`config.mk`:
```
export PLATFORM = sky130hd
export DESIGN_NAME = alu_arb_flat
export DESIGN_NICKNAME = d
export VERILOG_FILES = /design/src/rtl/alu_arb_if.sv /design/src/rtl/alu_arb.sv /design/src/flat_wrapper.sv
export SDC_FILE = /design/constraint.sdc
export NUM_CORES = 1
export LEC_CHECK = 0
export ABC_AREA = 0
export BUFFER_PORTS_ARGS = -buffer_cell sky130_fd_sc_hd__buf_2
export CELL_PAD_IN_SITES_DETAIL_PLACEMENT = 1
export CELL_PAD_IN_SITES_GLOBAL_PLACEMENT = 1
export CORE_MARGIN = 3
export CORE_UTILIZATION = 31
export CTS_CLUSTER_SIZE = 10
export DETAILED_ROUTE_END_ITERATION = 7
export GPL_TIMING_DRIVEN = 0
export PLACE_DENSITY = 0.87
export SLEW_MARGIN = 20
export SYNTH_ARGS = -nofsm -noshare
export SYNTH_HDL_FRONTEND = slang
export SYNTH_SLANG_ARGS = --single-unit
```
`constraint.sdc`:
```
create_clock -name clk -period 1.95 [get_ports clk]
set_input_delay 0.0975 -clock clk [delete_from_list [all_inputs] [get_ports clk]]
set_output_delay 0.0975 -clock clk [all_outputs]
set_load 0.02 [all_outputs]
```
`src/rtl/alu_arb_if.sv`:
```
// rtl/alu_arb_if.sv - request/response/alu signal bundle for alu_arb
//
// Purpose: groups the two requester ports, the two response ports, the alu
//   drive/return signals and the busy flag shared by alu_arb and its neighbours.
// Ports (signals):
//   reqN_valid/ready/op/left/right  requester N op handshake (N = 0, 1)
//   rspN_valid/ready/data/cond      result handshake back to requester N
//   alu_op/left/right               registered operands to the alu
//   alu_out/alu_cond                combinational alu result
//   busy                            arbiter not idle
// Modports: slave = alu_arb side, master = surrounding datapath / bench side.
interface alu_arb_if #(
  parameter int DATA_W = 32,
  parameter int OP_W   = 5
) ();
  logic              req0_valid;
  logic              req0_ready;
  logic [OP_W-1:0]   req0_op;
  logic [DATA_W-1:0] req0_left;
  logic [DATA_W-1:0] req0_right;
  logic              req1_valid;
  logic              req1_ready;
  logic [OP_W-1:0]   req1_op;
  logic [DATA_W-1:0] req1_left;
  logic [DATA_W-1:0] req1_right;

  logic              rsp0_valid;
  logic              rsp0_ready;
  logic [DATA_W-1:0] rsp0_data;
  logic              rsp0_cond;
  logic              rsp1_valid;
  logic              rsp1_ready;
  logic [DATA_W-1:0] rsp1_data;
  logic              rsp1_cond;

  logic [OP_W-1:0]   alu_op;
  logic [DATA_W-1:0] alu_left;
  logic [DATA_W-1:0] alu_right;
  logic [DATA_W-1:0] alu_out;
  logic              alu_cond;

  logic              busy;

  modport slave (
    input  req0_valid, req0_op, req0_left, req0_right,
    input  req1_valid, req1_op, req1_left, req1_right,
    output req0_ready, req1_ready,
    output rsp0_valid, rsp0_data, rsp0_cond,
    output rsp1_valid, rsp1_data, rsp1_cond,
    input  rsp0_ready, rsp1_ready,
    output alu_op, alu_left, alu_right,
    input  alu_out, alu_cond,
    output busy
  );

  modport master (
    output req0_valid, req0_op, req0_left, req0_right,
    output req1_valid, req1_op, req1_left, req1_right,
    input  req0_ready, req1_ready,
    input  rsp0_valid, rsp0_data, rsp0_cond,
    input  rsp1_valid, rsp1_data, rsp1_cond,
    output rsp0_ready, rsp1_ready,
    input  alu_op, alu_left, alu_right,
    output alu_out, alu_cond,
    input  busy
  );
endinterface

```
`src/rtl/alu_arb.sv`:
```
// rtl/alu_arb.sv - round-robin sharing of one combinational alu between two requesters
//
// Purpose: accepts one op at a time from port 0 or port 1 (round-robin when both
//   request), registers the operands into the alu, captures the alu result one
//   cycle later and holds it for the owning port until that port accepts it.
//   Ops are never decoded here.
// Ports:
//   clk    in  rising-edge clock
//   rst_n  in  asynchronous active-low reset
//   bus    alu_arb_if.slave: reqN_* op handshakes, rspN_* result handshakes,
//          alu_op/left/right to the alu, alu_out/alu_cond from it, busy
module alu_arb #(
  parameter int DATA_W = 32,
  parameter int OP_W   = 5
) (
  input  logic     clk,
  input  logic     rst_n,
  alu_arb_if.slave bus
);

  typedef enum logic [1:0] {
    IDLE = 2'd0,
    EXEC = 2'd1,
    RESP = 2'd2
  } state_t;

  state_t            state;
  state_t            state_nxt;
  logic              prio;
  logic              owner;
  logic [OP_W-1:0]   op_q;
  logic [DATA_W-1:0] left_q;
  logic [DATA_W-1:0] right_q;
  logic [DATA_W-1:0] data_q;
  logic              cond_q;

  logic any_req;
  logic grant;
  logic accept;
  logic owner_ready;

  // A lone requester always wins; prio only breaks ties.
  assign any_req     = bus.req0_valid | bus.req1_valid;
  assign grant       = (bus.req0_valid & bus.req1_valid) ? prio : bus.req1_valid;
  assign accept      = (state == IDLE) & any_req;
  assign owner_ready = owner ? bus.rsp1_ready : bus.rsp0_ready;

  // State register
  always_ff @(posedge clk or negedge rst_n) begin
    if (!rst_n) begin
      state <= IDLE;
    end else begin
      state <= state_nxt;
    end
  end

  // Next-state logic
  always_comb begin
    state_nxt = state;
    case (state)
      IDLE:    if (any_req) state_nxt = EXEC;
      EXEC:    state_nxt = RESP;
      RESP:    if (owner_ready) state_nxt = IDLE;
      default: state_nxt = IDLE;
    endcase
  end

  // Datapath registers: operands on accept, result one cycle later
  always_ff @(posedge clk or negedge rst_n) begin
    if (!rst_n) begin
      prio    <= 1'b0;
      owner   <= 1'b0;
      op_q    <= '0;
      left_q  <= '0;
      right_q <= '0;
      data_q  <= '0;
      cond_q  <= 1'b0;
    end else begin
      if (accept) begin
        op_q    <= grant ? bus.req1_op    : bus.req0_op;
        left_q  <= grant ? bus.req1_left  : bus.req0_left;
        right_q <= grant ? bus.req1_right : bus.req0_right;
        owner   <= grant;
        prio    <= ~grant;
      end
      if (state == EXEC) begin
        data_q <= bus.alu_out;
        cond_q <= bus.alu_cond;
      end
    end
  end

  // Output logic. Ready is gated by rst_n so that an asserted reset forces it
  // low at once even while requesters keep valid high.
  always_comb begin
    bus.req0_ready = 1'b0;
    bus.req1_ready = 1'b0;
    bus.rsp0_valid = 1'b0;
    bus.rsp1_valid = 1'b0;
    if (rst_n && accept) begin
      bus.req0_ready = ~grant;
      bus.req1_ready = grant;
    end
    if (state == RESP) begin
      bus.rsp0_valid = ~owner;
      bus.rsp1_valid = owner;
    end
  end

  assign bus.busy      = (state != IDLE);
  assign bus.alu_op    = op_q;
  assign bus.alu_left  = left_q;
  assign bus.alu_right = right_q;
  assign bus.rsp0_data = data_q;
  assign bus.rsp0_cond = cond_q;
  assign bus.rsp1_data = data_q;
  assign bus.rsp1_cond = cond_q;

endmodule

```
`src/flat_wrapper.sv`:
```
// flat-port wrapper written by rule: the top's interface ports become plain ports
module alu_arb_flat 
#(
  parameter int DATA_W = 32,
  parameter int OP_W   = 5
)
  (clk, rst_n, bus_req0_valid, bus_req0_op, bus_req0_left, bus_req0_right, bus_req1_valid, bus_req1_op, bus_req1_left, bus_req1_right, bus_req0_ready, bus_req1_ready, bus_rsp0_valid, bus_rsp0_data, bus_rsp0_cond, bus_rsp1_valid, bus_rsp1_data, bus_rsp1_cond, bus_rsp0_ready, bus_rsp1_ready, bus_alu_op, bus_alu_left, bus_alu_right, bus_alu_out, bus_alu_cond, bus_busy);
  alu_arb_if #(.DATA_W(DATA_W), .OP_W(OP_W)) bus_i ();
  input  logic clk;
  input  logic rst_n;
  input wire logic [$bits(bus_i.req0_valid)-1:0] bus_req0_valid;
  input wire logic [$bits(bus_i.req0_op)-1:0] bus_req0_op;
  input wire logic [$bits(bus_i.req0_left)-1:0] bus_req0_left;
  input wire logic [$bits(bus_i.req0_right)-1:0] bus_req0_right;
  input wire logic [$bits(bus_i.req1_valid)-1:0] bus_req1_valid;
  input wire logic [$bits(bus_i.req1_op)-1:0] bus_req1_op;
  input wire logic [$bits(bus_i.req1_left)-1:0] bus_req1_left;
  input wire logic [$bits(bus_i.req1_right)-1:0] bus_req1_right;
  output wire logic [$bits(bus_i.req0_ready)-1:0] bus_req0_ready;
  output wire logic [$bits(bus_i.req1_ready)-1:0] bus_req1_ready;
  output wire logic [$bits(bus_i.rsp0_valid)-1:0] bus_rsp0_valid;
  output wire logic [$bits(bus_i.rsp0_data)-1:0] bus_rsp0_data;
  output wire logic [$bits(bus_i.rsp0_cond)-1:0] bus_rsp0_cond;
  output wire logic [$bits(bus_i.rsp1_valid)-1:0] bus_rsp1_valid;
  output wire logic [$bits(bus_i.rsp1_data)-1:0] bus_rsp1_data;
  output wire logic [$bits(bus_i.rsp1_cond)-1:0] bus_rsp1_cond;
  input wire logic [$bits(bus_i.rsp0_ready)-1:0] bus_rsp0_ready;
  input wire logic [$bits(bus_i.rsp1_ready)-1:0] bus_rsp1_ready;
  output wire logic [$bits(bus_i.alu_op)-1:0] bus_alu_op;
  output wire logic [$bits(bus_i.alu_left)-1:0] bus_alu_left;
  output wire logic [$bits(bus_i.alu_right)-1:0] bus_alu_right;
  input wire logic [$bits(bus_i.alu_out)-1:0] bus_alu_out;
  input wire logic [$bits(bus_i.alu_cond)-1:0] bus_alu_cond;
  output wire logic [$bits(bus_i.busy)-1:0] bus_busy;
  assign bus_i.req0_valid = bus_req0_valid;
  assign bus_i.req0_op = bus_req0_op;
  assign bus_i.req0_left = bus_req0_left;
  assign bus_i.req0_right = bus_req0_right;
  assign bus_i.req1_valid = bus_req1_valid;
  assign bus_i.req1_op = bus_req1_op;
  assign bus_i.req1_left = bus_req1_left;
  assign bus_i.req1_right = bus_req1_right;
  assign bus_req0_ready = bus_i.req0_ready;
  assign bus_req1_ready = bus_i.req1_ready;
  assign bus_rsp0_valid = bus_i.rsp0_valid;
  assign bus_rsp0_data = bus_i.rsp0_data;
  assign bus_rsp0_cond = bus_i.rsp0_cond;
  assign bus_rsp1_valid = bus_i.rsp1_valid;
  assign bus_rsp1_data = bus_i.rsp1_data;
  assign bus_rsp1_cond = bus_i.rsp1_cond;
  assign bus_i.rsp0_ready = bus_rsp0_ready;
  assign bus_i.rsp1_ready = bus_rsp1_ready;
  assign bus_alu_op = bus_i.alu_op;
  assign bus_alu_left = bus_i.alu_left;
  assign bus_alu_right = bus_i.alu_right;
  assign bus_i.alu_out = bus_alu_out;
  assign bus_i.alu_cond = bus_alu_cond;
  assign bus_busy = bus_i.busy;
  alu_arb #(.DATA_W(DATA_W), .OP_W(OP_W)) u_core (.clk(clk), .rst_n(rst_n), .bus(bus_i));
endmodule
```
==> Implementation_results.wiki, run 1 <==
{| class="wikitable"
! Metric !! Value
|-
| Area used by multi-input combinational logic || 1600 µm²
|-
| Depth of the worst hold-timing path || 2
|-
| Final clock skew || 0.00978 ns
|-
| Critical-path cell with the highest stage delay || sky130_fd_sc_hd__dfrtp_1
|-
| Net switching share of the total power || 43.6%
|-
| Number of global-route vias before repair || 5666
|-
| FF-to-FF End || u_core.bus.alu_right[11]
|-
| Min Hold Slack || 0.0114 ns
|-
| Final Max Slew Viols || 0
|-
| Post-route worst setup slack || 0.142 ns
|-
| Std-Cell Rows || 44
|-
| Root buffer selected by CTS || sky130_fd_sc_hd__clkbuf_16
|-
| Filler cell count || 1643
|-
| Sequential cell area || 2650 µm²
|-
| Syn_nets || 539
|-
| Logic pwr share || 55.2%
|-
| DP HPWL || 13000 µm
|-
| Worst-Skew Late Latency || 0.34 ns
|-
| DR vias/cell || 5.11
|-
| Vias || 5009
|-
| Count of unique library cells instantiated by Yosys || 17
|-
| Max Cap Violations || 0
|-
| Flop and latch count out of synthesis || 106
|-
| Number of buffers inserted during clock tree synthesis || 9
|-
| Critical path start-end classification || flip-flop to primary output
|-
| Total of warnings raised by yosys || 0
|-
| Crit path max fanout || 10
|-
| Synthesized instance count || 362
|-
| Mean routed wirelength per cell || 20.7 µm
|-
| Static Leak || 4.22 nW
|-
| Initial Utilization || 32.0%
|-
| Net switching power || 5.76 mW
|-
| Layout Nets || 965
|-
| Initial DRT Pass Iterations || 4
|-
| Initial drt markers || 210
|-
| Worst min-delay path category || primary input to flip-flop
|-
| Share of the cycle needed by the critical path after routing || 92.7%
|-
| Detailed-route DRC error count || 0
|-
| Die span in y || 129 µm
|-
| Number of port buffers || 316
|-
| Routed wire length || 20300 µm
|-
| Clock input transition at the sequential cells of the worst setup and hold paths || 0.07 ns
|-
| Worst vdd ir || 0.626 mV
|-
| PwrDens || 1680 nW/µm²
|-
| Worst setup EP type || primary output
|-
| Routability Congestion || 0.826
|-
| Outcome || complete, no violations
|-
| Final setup vio count || 0
|-
| Reg2Reg Launch Point || u_core.state[1]
|-
| Maximum number of pins on one net before global-route repair || 56
|-
| Share of post-route cells with drive strength above 1 || 52.4%
|-
| Top-level port count || 317
|-
| Buffers from clock root to sink, at most || 2
|-
| Critical path launch point type || flip-flop
|-
| List of cells traversed by the critical path || nor2_1, clkbuf_4, clkbuf_2, and3_1, buf_2
|-
| Achievable clock frequency || 553 MHz
|-
| Endpoint arrival time on the critical path || 1.71 ns
|-
| Layout area overhead || 66.8%
|-
| Post-Syn Area || 4700 µm²
|-
| CTS tree || built
|-
| Max-slew headroom at the worst pin || 65.1%
|-
| Pint || 7.45 mW
|-
| Delay of the slowest cell on the worst path || 0.39 ns
|-
| Worst setup slack for register-to-register paths || 0.17 ns
|-
| Maximum level of the CTS H-tree || 3
|-
| Core outline area || 14700 µm²
|-
| Area of the die || 16700 µm²
|-
| Leftover overflow at the end of global routing || 0
|-
| Measured slew at the worst slew-check pin || 0.523 ns
|-
| Relative contribution of sequential cells to total power || 31.1%
|-
| Combined global-route utilization of all metal layers || 23.5%
|-
| Hold Crit Endpoint || u_core.bus.alu_op[3]
|-
| RSZ-0062 raised after global routing || no
|-
| Worst setup slack before clock tree synthesis || 0.0193 ns
|-
| Average footprint of a synthesized cell || 13.0 µm²
|-
| Min Tclk post-route || 1.81 ns
|-
| Number of setup buffers added after CTS || 0
|-
| Clock net sink count || 106
|-
| First-pass GRT wire length || 30500 µm
|-
| CP Data Required Time || 1.85 ns
|-
| Clock network power share || 13.7%
|-
| Worst r2r path cells || 5
|-
| Horizontal die dimension || 129 µm
|-
| ANT nets after route || 0
|-
| Final hold violation count || 0
|-
| Start point of the worst hold path || bus_req1_op[3]
|-
| Seq/Total Area, Yosys || 56.4%
|-
| Initial antenna violation count || 4
|}
stage by stage:
step / cells / utilization, % / power (mW) / TNS (ns) / instance area (µm²)
after floorplan: 362 / - / 8.53 / 0 / 4700
after global placement: 862 / 44.3 / 10.9 / -50.45 / 6510
after detailed placement: 863 / 44.5 / 11.1 / 0 / 6550
after CTS: 977 / 53.3 / 13.1 / 0 / 7830
after global routing: 980 / 53.4 / 14.0 / 0 / 7840
final: 980 / 53.4 / 13.2 / 0 / 7840
placed cells by master (no fill, tap or decap), drive strengths merged:
cell,count
buf,363
dfrtp,106
dlygate4sd3,99
and3,71
a221o,69
mux2,34
clkbuf,32
diode,4
nor2,3
inv,3
nand2b,3
clkinv,2
o21ai,2
and2,1
a21boi,1
a21o,1
a22o,1
bufinv,1
synth_stat cells:
cell type,n,area [µm²]
sky130_fd_sc_hd__mux2_2,34,383
sky130_fd_sc_hd__a21o_1,1,7.51
sky130_fd_sc_hd__buf_6,8,90.1
sky130_fd_sc_hd__and2_1,1,6.26
sky130_fd_sc_hd__buf_4,33,248
sky130_fd_sc_hd__nand2b_1,3,18.8
sky130_fd_sc_hd__dfrtp_1,106,2650
sky130_fd_sc_hd__inv_1,3,11.3
sky130_fd_sc_hd__o21ai_2,1,8.76
sky130_fd_sc_hd__a21boi_2,1,11.3
sky130_fd_sc_hd__and3_1,71,444
sky130_fd_sc_hd__o21ai_0,1,5.00
sky130_fd_sc_hd__a221o_1,69,691
sky130_fd_sc_hd__a22o_1,1,8.76
sky130_fd_sc_hd__clkbuf_1,20,75.1
sky130_fd_sc_hd__nor2_1,3,11.3
sky130_fd_sc_hd__buf_2,6,30.0
how the worst max path moves through the flow:
stage	start	end	slack [ns]	cells past startpoint
final	u_core.state[1]	bus_req0_ready	0.14	5
after global routing	u_core.state[1]	bus_req1_ready	0.02	6
after CTS	u_core.state[1]	u_core.bus.alu_left[16]	0.009	5
after detailed placement	u_core.state[1]	u_core.bus.alu_left[16]	0.02	5
after global placement	rst_n	bus_req0_ready	-0.65	3
after floorplan	u_core.prio	u_core.bus.alu_left[0]	0.56	5
sequential cells by signal (all words and copies together) (netlist names):
name	flops
u_core.bus.alu_left	32
u_core.bus.alu_right	32
u_core.bus.rsp0_data	32
u_core.bus.alu_op	5
u_core.state	2
u_core.bus.rsp0_cond	1
u_core.owner	1
u_core.prio	1
final cells by class:
cell class	count	share of cell area, %
Sequential cell	106	33.8
Timing Repair Buffer	416	33.2
Multi-Input combinational cell	186	20.4
Buffer	66	5.66
Clock buffer	12	3.14
Tap cell	184	2.94
Clock inverter	3	0.510
Inverter	3	0.144
Antenna cell	4	0.128
kinds of logic (layout without fill, tap and decap cells):
kind of cell	count (synthesis)	after routing	synth area share (%)
compound gates	74	74	15.6
mux	34	34	8.14
buf+inv	70	500	9.66
other cells	0	4	0
flops	106	106	56.4
simple gates	78	78	10.2
critical path: cells and delay by family (launching register included):
kind          cells  cell delay, ns
flops             1            0.39
buf+inv           3            0.65
simple gates      2            0.34
timing repair:
action | 4_1_cts | 5_1_grt
pin swaps | 0 | 0
hold buffers | 99 | 0
setup endpoints to repair | 1 | 11
gates resized for setup | 2 | 3
gates cloned | 0 | 0
hold endpoints to repair | 149 | 0
power by group through the flow:
stage | combinational (mW) | clock (mW) | sequential [mW]
finish | 7.30 | 1.81 | 4.11
global route | 7.79 | 1.96 | 4.22
CTS | 7.19 | 1.87 | 4.04
detailed placement | 7.04 | 0 | 4.03
global placement | 6.85 | 0 | 4.01
floorplan | 3.30 | 0 | 5.23
per-layer routing:
layer  up-vias  wire length [µm]  GRT usage [%]
met5         -                 0              0
met4         0               802           12.4
li1       2209                 -              -
met1      2451              7510           25.1
met2       280             10600           43.1
met3        69              1400           5.19
(Power assumes the default switching activity.)
==> run 2: changes to the inputs <==
--- a/config.mk
+++ b/config.mk
@@ -14,7 +14,9 @@
 export CTS_CLUSTER_SIZE = 10
 export DETAILED_ROUTE_END_ITERATION = 7
 export GPL_TIMING_DRIVEN = 0
+export HOLD_SLACK_MARGIN = 0.15
 export PLACE_DENSITY = 0.87
+export RECOVER_POWER = 100
 export SLEW_MARGIN = 20
 export SYNTH_ARGS = -nofsm -noshare
 export SYNTH_HDL_FRONTEND = slang
==> Implementation_results.wiki, run 2 (synthesis results as in run 1) <==
{| class="wikitable"
! Metric !! Value
|-
| Root buffer selected by CTS || sky130_fd_sc_hd__clkbuf_16
|-
| Placed Cells incl. Taps || 863 (unchanged)
|-
| Number of global-route vias before repair || 6279 (+11%)
|-
| Number of buffers inserted during clock tree synthesis || 9 (unchanged)
|-
| Area used by multi-input combinational logic || 1600 µm² (unchanged)
|-
| Max Cap Violations || 0 (unchanged)
|-
| DR vias/cell || 5.14 (+0.61%)
|-
| Layout area overhead || 78.6%
|-
| Max-slew headroom at the worst pin || 48.2% (-17 points)
|-
| RSZ-0062 raised after global routing || no
|-
| Min Hold Slack || 0.286 ns (+0.275 ns)
|-
| Final hold violation count || 0 (unchanged)
|-
| Routed wire length || 24100 µm (+19%)
|-
| Post-route worst setup slack || 0.0935 ns (-0.0486 ns)
|-
| Delay of the slowest cell on the worst path || 0.40 ns (about the same)
|-
| Power Total || 13.3 mW (+0.63%)
|-
| Achievable clock frequency || 539 MHz (-2.6%)
|-
| Initial DRT Pass Iterations || 4 (unchanged)
|-
| Final clock skew || 0.00965 ns (-0.000131 ns)
|-
| Worst setup slack before clock tree synthesis || 0.0193 ns (unchanged)
|-
| Worst setup EP type || primary output
|-
| Area of the die || 16700 µm² (unchanged)
|-
| Final non-filler cell total || 1054 (+7.6%)
|-
| Initial drt markers || 203 (-3.3%)
|-
| Maximum number of pins on one net before global-route repair || 56 (unchanged)
|-
| Outcome || complete, no violations
|-
| Crit path max fanout || 10 (unchanged)
|-
| Filler cell count || 1709 (+4.0%)
|-
| Std-Cell Rows || 44 (unchanged)
|-
| Total negative slack for setup checks || 0 ns (unchanged)
|-
| Cell family contributing the most delay on the critical path || simple AND/OR/NAND/NOR gates
|-
| Worst min-delay path category || primary input to async pin
|-
| Initial Utilization || 32.0% (unchanged)
|-
| First-pass GRT wire length || 35200 µm (+16%)
|-
| Worst vdd ir || 0.656 mV (+4.7%)
|-
| Combined global-route utilization of all metal layers || 27.7% (+4.2 points)
|-
| Number of port buffers || 316 (unchanged)
|-
| Clock input transition at the sequential cells of the worst setup and hold paths || 0.08 ns (about the same)
|-
| Maximum level of the CTS H-tree || 3 (unchanged)
|-
| Critical-path cell with the highest stage delay || sky130_fd_sc_hd__dfrtp_1
|-
| Most used cell, CP || sky130_fd_sc_hd__buf_6
|-
| Detailed-route DRC error count || 0 (unchanged)
|-
| Layout Nets || 1040 (+7.8%)
|-
| Initial antenna violation count || 3 (-1)
|-
| Final Max Slew Viols || 0 (unchanged)
|-
| Critical path start-end classification || flip-flop to primary output
|-
| Buffers and inverters on the worst path || 3 (unchanged)
|-
| ANT nets after route || 0 (unchanged)
|-
| Die span in y || 129 µm (unchanged)
|-
| Share of the cycle needed by the critical path after routing || 95.2% (+2.5 points)
|-
| CTS tree || built
|-
| Min Tclk post-route || 1.86 ns (+0.0486 ns)
|-
| Final setup vio count || 0 (unchanged)
|-
| Top-level port count || 317 (unchanged)
|-
| Clock net sink count || 106 (unchanged)
|-
| Core outline area || 14700 µm² (unchanged)
|-
| Share of post-route cells with drive strength above 1 || 31.6% (-21 points)
|-
| Routability Congestion || 0.826 (unchanged)
|-
| Worst-Skew Late Latency || 0.35 ns (about the same)
|-
| Buffers from clock root to sink, at most || 2 (unchanged)
|-
| List of cells traversed by the critical path || nor2_1, and3_1, buf_6, buf_6, and2_1, buf_2
|-
| Leftover overflow at the end of global routing || 0 (unchanged)
|-
| Commonest non-fill, non-tap cells in the layout || sky130_fd_sc_hd__buf_2, sky130_fd_sc_hd__dlygate4sd3_1, sky130_fd_sc_hd__clkbuf_1
|-
| Critical path launch point type || flip-flop
|-
| Measured slew at the worst slew-check pin || 0.777 ns (+0.254 ns)
|-
| Vias || 5420 (+8.2%)
|-
| CP Data Required Time || 1.85 ns (about the same)
|-
| PwrDens || 1580 nW/µm² (-6.0%)
|-
| Static Leak || 4.11 nW (-2.6%)
|-
| Horizontal die dimension || 129 µm (unchanged)
|-
| Endpoint arrival time on the critical path || 1.76 ns (+0.05 ns)
|-
| Mean routed wirelength per cell || 22.9 µm (+10%)
|-
| DP HPWL || 13000 µm (unchanged)
|-
| Most common cell after layout, fill and taps aside || sky130_fd_sc_hd__buf_2
|-
| Sequential cell area || 2650 µm² (unchanged)
|}
run 2: changes by cell type in the layout (fill, tap and decap cells not counted), sizes merged:
cell / before / now
dlygate4sd3: 99 / 174
buf: 363 / 218
clkbuf: 32 / 177
diode: 4 / 3
run 2: final cells by class:
class | instances | share of cell area [%]
clock buffers | 12 | 2.94
inverters | 3 | 0.134
repair buffers | 491 | 37.7
well taps | 184 | 2.74
flip-flops and latches | 106 | 31.6
diodes | 3 | 0.0894
plain buffers | 66 | 5.26
multi-input cells | 186 | 19.1
clock inverters | 3 | 0.477
run 2: worst paths after layout:
check	start	end	slack, ns	cells past startpoint
max reg2reg	u_core.state[1]	u_core.bus.alu_left[12]	0.11	5
min	rst_n	u_core.bus.alu_left[28]	0.29	2
max	u_core.state[1]	bus_req1_ready	0.09	6
max in group asynchronous	rst_n	u_core.bus.rsp0_data[4]	0.45	3
min in group clk	bus_req1_valid	u_core.prio	0.34	3
min reg2reg	u_core.bus.alu_left[7]	u_core.bus.alu_left[7]	0.52	1
run 2: routing by layer:
| layer | up-vias | global-route usage (%) | wire [µm] |
|---|---|---|---|
| met3 | 83 | 7.25 | 1630 |
| met5 | - | 0 | 0 |
| met1 | 2686 | 27.6 | 8290 |
| li1 | 2354 | - | - |
| met4 | 0 | 15.1 | 1120 |
| met2 | 297 | 52.1 | 13100 |
run 2: report_power, final:
part / leakage, nW / switching (mW) / internal [mW]
clock network: 0.142 / 0.828 / 1.02
logic: 2.68 / 4.40 / 2.82
registers: 1.29 / 0.922 / 3.31
run 2: repair_timing:
| action | in CTS | in global routing |
|---|---|---|
| endpoints found under the setup margin | 1 | 32 |
| endpoints found under the hold margin | 185 | 0 |
| pin swaps | 0 | 0 |
| gates cloned | 0 | 0 |
| setup buffers | 0 | 0 |
| resized for setup | 2 | 5 |
| hold buffers | 174 | 0 |
run 2: metrics by stage:
stage                     instance area (µm²)  utilization, %
after floorplan                          4700               -
after global placement                   6510            44.3
after detailed placement                 6550            44.5
after CTS                                8580            58.4
after global routing                     8400            57.1
final                                    8400            57.1
run 2: worst reg2reg max path: stages (launching register included):
cell and delay (ns):
sky130_fd_sc_hd__dfrtp_1 0.40, sky130_fd_sc_hd__nor2_1 0.16, sky130_fd_sc_hd__clkbuf_4 0.26, sky130_fd_sc_hd__o21ai_2 0.20
sky130_fd_sc_hd__clkbuf_1 0.31, sky130_fd_sc_hd__a221o_1 0.39
